## src/rtl/dmem_arbiter_pkg.sv

```systemverilog
// Shared types and defaults for the two-port data-memory arbiter.
package dmem_arbiter_pkg;

    localparam int ASIZE_DEF = 8;
    localparam int DSIZE_DEF = 16;

    // Arbiter state: normal priority arbitration, or port-1 burst lock.
    typedef enum logic {
        ST_ARB   = 1'b0,
        ST_BURST = 1'b1
    } arb_state_t;

    // Originator of a memory command, carried with each read to route its data back.
    typedef enum logic {
        PORT_0 = 1'b0,
        PORT_1 = 1'b1
    } port_id_t;

    typedef struct packed {
        logic     valid;
        port_id_t port;
    } rd_tag_t;

endpackage

```

## src/rtl/dmem_arbiter_rd_tag_pipe.sv

```systemverilog
// Two-stage read tag shift register: a tag entering with a read grant leaves two
// cycles later, exactly when the memory presents that read's data.
module rd_tag_pipe
    import dmem_arbiter_pkg::*;
(
    input  logic    clk,
    input  logic    clr,
    input  rd_tag_t tag_in,
    output rd_tag_t tag_out
);

    rd_tag_t stage1;
    rd_tag_t stage2;

    // Shift the tag one stage per clock; clearing drops every in-flight read.
    always_ff @(posedge clk) begin
        // NOTE: the tag stages must be cleared on reset, otherwise a read that was in
        // flight when reset hit would produce a stray rvalid afterwards.
        if (clr) begin
            stage1 <= '0;
            stage2 <= '0;
        end else begin
            stage1 <= tag_in;
            stage2 <= stage1;
        end
    end

    assign tag_out = stage2;

endmodule

```

## src/rtl/dmem_arbiter.sv

```systemverilog
// Two-port arbiter/sequencer in front of a single-port synchronous data memory.
// Port 0 (pipeline) has priority; port 1 (DMA) has a starvation guard and a
// bounded burst-lock mode. One registered memory command per cycle.
module dmem_arbiter
    import dmem_arbiter_pkg::*;
#(
    parameter int ASIZE     = ASIZE_DEF,
    parameter int DSIZE     = DSIZE_DEF,
    parameter int MAX_WAIT  = 4,
    parameter int MAX_BURST = 8
) (
    input  logic             clk,
    input  logic             rst,
    input  logic             p0_req,
    input  logic             p0_we,
    input  logic [ASIZE-1:0] p0_addr,
    input  logic [DSIZE-1:0] p0_wdata,
    input  logic             p1_req,
    input  logic             p1_we,
    input  logic [ASIZE-1:0] p1_addr,
    input  logic [DSIZE-1:0] p1_wdata,
    input  logic             p1_lock,
    output logic             p0_gnt,
    output logic             p1_gnt,
    output logic             p0_rvalid,
    output logic             p1_rvalid,
    output logic [DSIZE-1:0] p0_rdata,
    output logic [DSIZE-1:0] p1_rdata,
    output logic             mem_wen,
    output logic             mem_ren,
    output logic [ASIZE-1:0] mem_addr,
    output logic [DSIZE-1:0] mem_wdata,
    input  logic [DSIZE-1:0] mem_rdata
);

    localparam int WW = $clog2(MAX_WAIT + 1);
    localparam int BW = $clog2(MAX_BURST + 1);
    localparam logic [WW-1:0] WAIT_MAX  = WW'(MAX_WAIT);
    localparam logic [BW-1:0] BURST_MAX = BW'(MAX_BURST);

    arb_state_t       state;
    arb_state_t       state_nxt;
    logic [WW-1:0]    wait_cnt;
    logic [BW-1:0]    burst_cnt;
    logic             burst_mode;
    logic             any_gnt;
    logic             sel_we;
    logic [ASIZE-1:0] sel_addr;
    logic [DSIZE-1:0] sel_wdata;
    logic             wen_q;
    logic             ren_q;
    logic [ASIZE-1:0] addr_q;
    logic [DSIZE-1:0] wdata_q;
    rd_tag_t          rd_tag_in;
    rd_tag_t          rd_tag_out;

    // Burst lock only applies while the DMA keeps p1_lock high; dropping it
    // returns this very cycle to normal arbitration.
    assign burst_mode = (state == ST_BURST) && p1_lock;

    // State register.
    always_ff @(posedge clk) begin
        // NOTE: sequential state uses non-blocking assignments so every register
        // samples the pre-edge values regardless of statement order.
        if (rst) state <= ST_ARB;
        else     state <= state_nxt;
    end

    // Next-state: enter burst on a locked p1 grant, leave when the lock drops.
    always_comb begin
        // NOTE: default assignment first keeps this combinational block latch-free.
        state_nxt = state;
        case (state)
            ST_ARB:   if (p1_gnt && p1_lock) state_nxt = ST_BURST;
            ST_BURST: if (!p1_lock)          state_nxt = ST_ARB;
            default:  state_nxt = ST_ARB;
        endcase
    end

    // Grant outputs: burst lock, else port 1 when starving or alone, else port 0.
    always_comb begin
        p0_gnt = 1'b0;
        p1_gnt = 1'b0;
        if (!rst) begin
            if (burst_mode) begin
                if (burst_cnt == BURST_MAX && p0_req) p0_gnt = 1'b1;
                else if (p1_req)                      p1_gnt = 1'b1;
            end else if (p1_req && (!p0_req || wait_cnt == WAIT_MAX)) begin
                p1_gnt = 1'b1;
            end else if (p0_req) begin
                p0_gnt = 1'b1;
            end
        end
    end

    // Starvation and burst-length counters.
    always_ff @(posedge clk) begin
        if (rst) begin
            wait_cnt  <= '0;
            burst_cnt <= '0;
        end else begin
            if (p1_req && !p1_gnt) begin
                if (wait_cnt != WAIT_MAX) wait_cnt <= wait_cnt + 1'b1;
            end else begin
                wait_cnt <= '0;
            end

            if (state == ST_ARB) begin
                if (p1_gnt && p1_lock) burst_cnt <= BW'(1);
            end else if (!p1_lock || p0_gnt) begin
                burst_cnt <= '0;
            end else if (p1_gnt && burst_cnt != BURST_MAX) begin
                burst_cnt <= burst_cnt + 1'b1;
            end
        end
    end

    assign any_gnt   = p0_gnt | p1_gnt;
    assign sel_we    = p1_gnt ? p1_we    : p0_we;
    assign sel_addr  = p1_gnt ? p1_addr  : p0_addr;
    assign sel_wdata = p1_gnt ? p1_wdata : p0_wdata;

    // Register the granted command; address and data hold when idle.
    always_ff @(posedge clk) begin
        if (rst) begin
            wen_q   <= 1'b0;
            ren_q   <= 1'b0;
            addr_q  <= '0;
            wdata_q <= '0;
        end else if (any_gnt) begin
            wen_q   <= sel_we;
            ren_q   <= !sel_we;
            addr_q  <= sel_addr;
            wdata_q <= sel_wdata;
        end else begin
            wen_q   <= 1'b0;
            ren_q   <= 1'b0;
        end
    end

    // The memory bus is forced idle during reset so the memory can be loaded.
    assign mem_wen   = wen_q & ~rst;
    assign mem_ren   = ren_q & ~rst;
    assign mem_addr  = rst ? '0 : addr_q;
    assign mem_wdata = rst ? '0 : wdata_q;

    // Tag each read grant with its originator.
    always_comb begin
        rd_tag_in.valid = any_gnt && !sel_we;
        rd_tag_in.port  = p1_gnt ? PORT_1 : PORT_0;
    end

    rd_tag_pipe u_rd_tag_pipe (
        .clk     (clk),
        .clr     (rst),
        .tag_in  (rd_tag_in),
        .tag_out (rd_tag_out)
    );

    assign p0_rvalid = !rst && rd_tag_out.valid && (rd_tag_out.port == PORT_0);
    assign p1_rvalid = !rst && rd_tag_out.valid && (rd_tag_out.port == PORT_1);
    assign p0_rdata  = p0_rvalid ? mem_rdata : '0;
    assign p1_rdata  = p1_rvalid ? mem_rdata : '0;

endmodule

```

## config.mk

```make
export PLATFORM = sky130hd
export DESIGN_NAME = dmem_arbiter
export DESIGN_NICKNAME = d
export VERILOG_FILES = /design/src/rtl/dmem_arbiter_pkg.sv /design/src/rtl/dmem_arbiter_rd_tag_pipe.sv /design/src/rtl/dmem_arbiter.sv
export SDC_FILE = /design/constraint.sdc
export NUM_CORES = 1
export LEC_CHECK = 0
export CAP_MARGIN = 15
export CORE_MARGIN = 2
export CORE_UTILIZATION = 42
export DETAILED_ROUTE_END_ITERATION = 12
export PLACE_DENSITY = 0.93
export SLEW_MARGIN = 20
export SYNTH_ARGS = -nofsm -noshare
export SYNTH_HDL_FRONTEND = slang
export SYNTH_SLANG_ARGS = --single-unit
```

## constraint.sdc

```tcl
create_clock -name clk -period 4.8 [get_ports clk]
set_input_delay 0.96 -clock clk [delete_from_list [all_inputs] [get_ports clk]]
set_output_delay 0.96 -clock clk [all_outputs]
set_load 0.005 [all_outputs]
```

==> metrics <==
DR vias=2,586; antenna diode count=0; Inserted Clock Buffers=5; Slew Limit Fails=0; Worst path slowest cell=clkdlybuf4s50_1; first-pass GRT wire length=11,110 um; syn_area_per_cell=8.212 um^2; # rows=27; Leak Pwr=1.308 nW; Routed Antenna Nets=0; Placer Congestion=0.9594; Worst path max stage delay=580 ps; GR Layer Usage met2=0.4034; GRT busiest layer=met2; clock sinks=38; placed inst area=3672 um^2; Post-Syn Nets=359; Worst Clk Skew=5.589 ps; worst-path cell chain=clkdlybuf4s50_1, nand2_2, a31o_2, nor2_1, clkdlybuf4s50_1; Slew HR=0.6450; Initial Util=0.4288; Finished Cell Area=3755 um^2; total die area=6165 um^2; initial antenna violation count=0; hold buffer count at cts=0; dpl cells=468; cell area after synthesis=2332 um^2; # IOs=133; Vias/cell=5.456; top cell family by delay on the critical path=buffers and inverters; root buffer cell=clkbuf_8; part of the cycle the worst path needs=0.7941; buffer and inverter count on the worst path=2; CP max FO=28; final worst setup slack=988.5 ps; CTS tree=built; FF+latch count, synth=38; H-tree Lvls=2; filler-free cell count of the finished design=474; synth unique cells=41; worst-margin pin slew=532.5 ps; area grow syn2layout=61.00%; warnings from Yosys=0; worst path required time=3840 ps; Setup crit start kind=input port; setup TNS=0 ps; Mapped Cells=284; DR DRC count=0; Final Hold Violating Endpoints=0; GRT Util Overall=0.2242; DR pass1 iterations=4; fraction of layout cells with a size suffix above 1=0.05224; # port buffers=132; final wirelength=7135 um; CP endpoint kind=primary output; vias in the first global route=2,402; met1 usage=0.2403; Setup-failing EPs final=0; Tmin final=3812 ps; ys flop type=dfxtp_1; Die Height=78.52 um; power per cell area=199.5 nW/um^2; Critical Path AT=2850 ps; clk slew on worst S/H paths=60 ps; # nets final=478; most used cell along the critical path=clkdlybuf4s50_1; fraction of registers with async set/reset=0; dpl hpwl=5075 um; deepest clock path buffer count=2; maxcap violations=0; RSZ-0062 raised after global routing=no; largest net degree at the start of global routing=52; die width=78.52 um; min-delay worst type=flip-flop to flip-flop; clk_lat worst skew=280 ps; area of the core=5439 um^2; commonest cells after routing, fill and taps aside=clkdlybuf4s50_1 (132), dfxtp_1 (38), and2_1 (35); Worst VDD drop=0.0001197 V; most common cell after layout, fill and taps aside=clkdlybuf4s50_1; EDFF count, synth=0; crit path kind=input port to primary output; register area share after synthesis=0.3262; Setup WS pre-CTS=988.9 ps; post-CTS resize count=0; Max Clk Rate=262.4 MHz; status=finished, final reports clean; Wirelength per Cell=15.05 um; # Post-CTS Setup Buffers=0; total gr overflow=0; initial DRC count=116; met3 usage=0.08391
-- final timing paths --
check | from | endpoint | slack, ps | cells past startpoint
worst max-delay path | p1_lock | p0_gnt | 990 | 5
worst min-delay path | u_rd_tag_pipe.stage1[0] | u_rd_tag_pipe.tag_out[0] | 450 | 1
worst max register to register | wait_cnt[0] | wait_cnt[2] | 2870 | 7
worst min register to register | u_rd_tag_pipe.stage1[0] | u_rd_tag_pipe.tag_out[0] | 450 | 1
-- per-layer routing --
metal  vias up  part of all wire
li1       1261                 -
met1      1166              0.38
met2       151              0.50
met4         0             0.013
met5         -                 0
met3         8              0.11
-- state kept, by name, summed over array words and instances (netlist names) --
signal / flops
addr_q: 8
burst_cnt: 4
ren_q: 1
state: 1
u_rd_tag_pipe.stage1: 2
u_rd_tag_pipe.tag_out: 2
wait_cnt: 3
wdata_q: 16
wen_q: 1
-- kinds of logic (layout without fill, tap and decap cells) --
kind of cell,count (synthesis),after routing,share of synthesized area
DFF,38,38,0.3262
and+or+nand+nor,111,111,0.3004
xor gates and xnor gates,1,1,0.003756
adders and majority gates,4,4,0.02146
AOI/OAI and AO/OA,91,91,0.2607
muxes,3,3,0.01824
buffers and inverters,36,154,0.06920
-- cell usage after synthesis, types with 2 or more instances --
master	number	area, um^2
and2_1	35	219.0
nand3b_1	24	180.2
buf_4	4	30.03
nand2b_1	2	12.51
mux2i_1	2	20.02
inv_1	7	26.28
a31oi_1	27	168.9
dfxtp_1	38	760.7
clkbuf_1	15	56.30
o21ai_0	24	120.1
buf_2	7	35.03
nor3_1	3	15.01
a211oi_1	25	187.7
nor2_1	5	18.77
clkbuf_2	2	10.01
a311oi_1	2	17.52
nand2_1	6	22.52
ha_1	4	50.05
nor2b_1	29	181.4
o32ai_1	2	17.52
-- stage by stage --
stage,hold WS (ps),utilization,total power [mW]
6_report,447.6,0.6904,0.7489
5_1_grt,463.4,0.6904,0.7853
4_1_cts,454.1,0.6904,0.7550
3_3_place_gp,418.9,0.6752,0.5399
3_5_place_dp,438.5,0.6752,0.5438
2_1_floorplan,413.8,-,0.4294
-- where the power goes --
group | internal [mW] | switching (mW)
sequential | 0.342 | 0.00610
clock | 0.111 | 0.100
combinational | 0.116 | 0.0733
-- area by class of cell --
cell class | instances | area, um^2
Fill cell | 437 | 1684
Multi-Input combinational cell | 210 | 1410
Timing Repair Buffer | 140 | 1381
Sequential cell | 38 | 760.7
Tap cell | 72 | 90.09
Clock buffer | 6 | 82.58
Inverter | 8 | 30.03
Note: power is estimated with default switching activity, not from simulation.
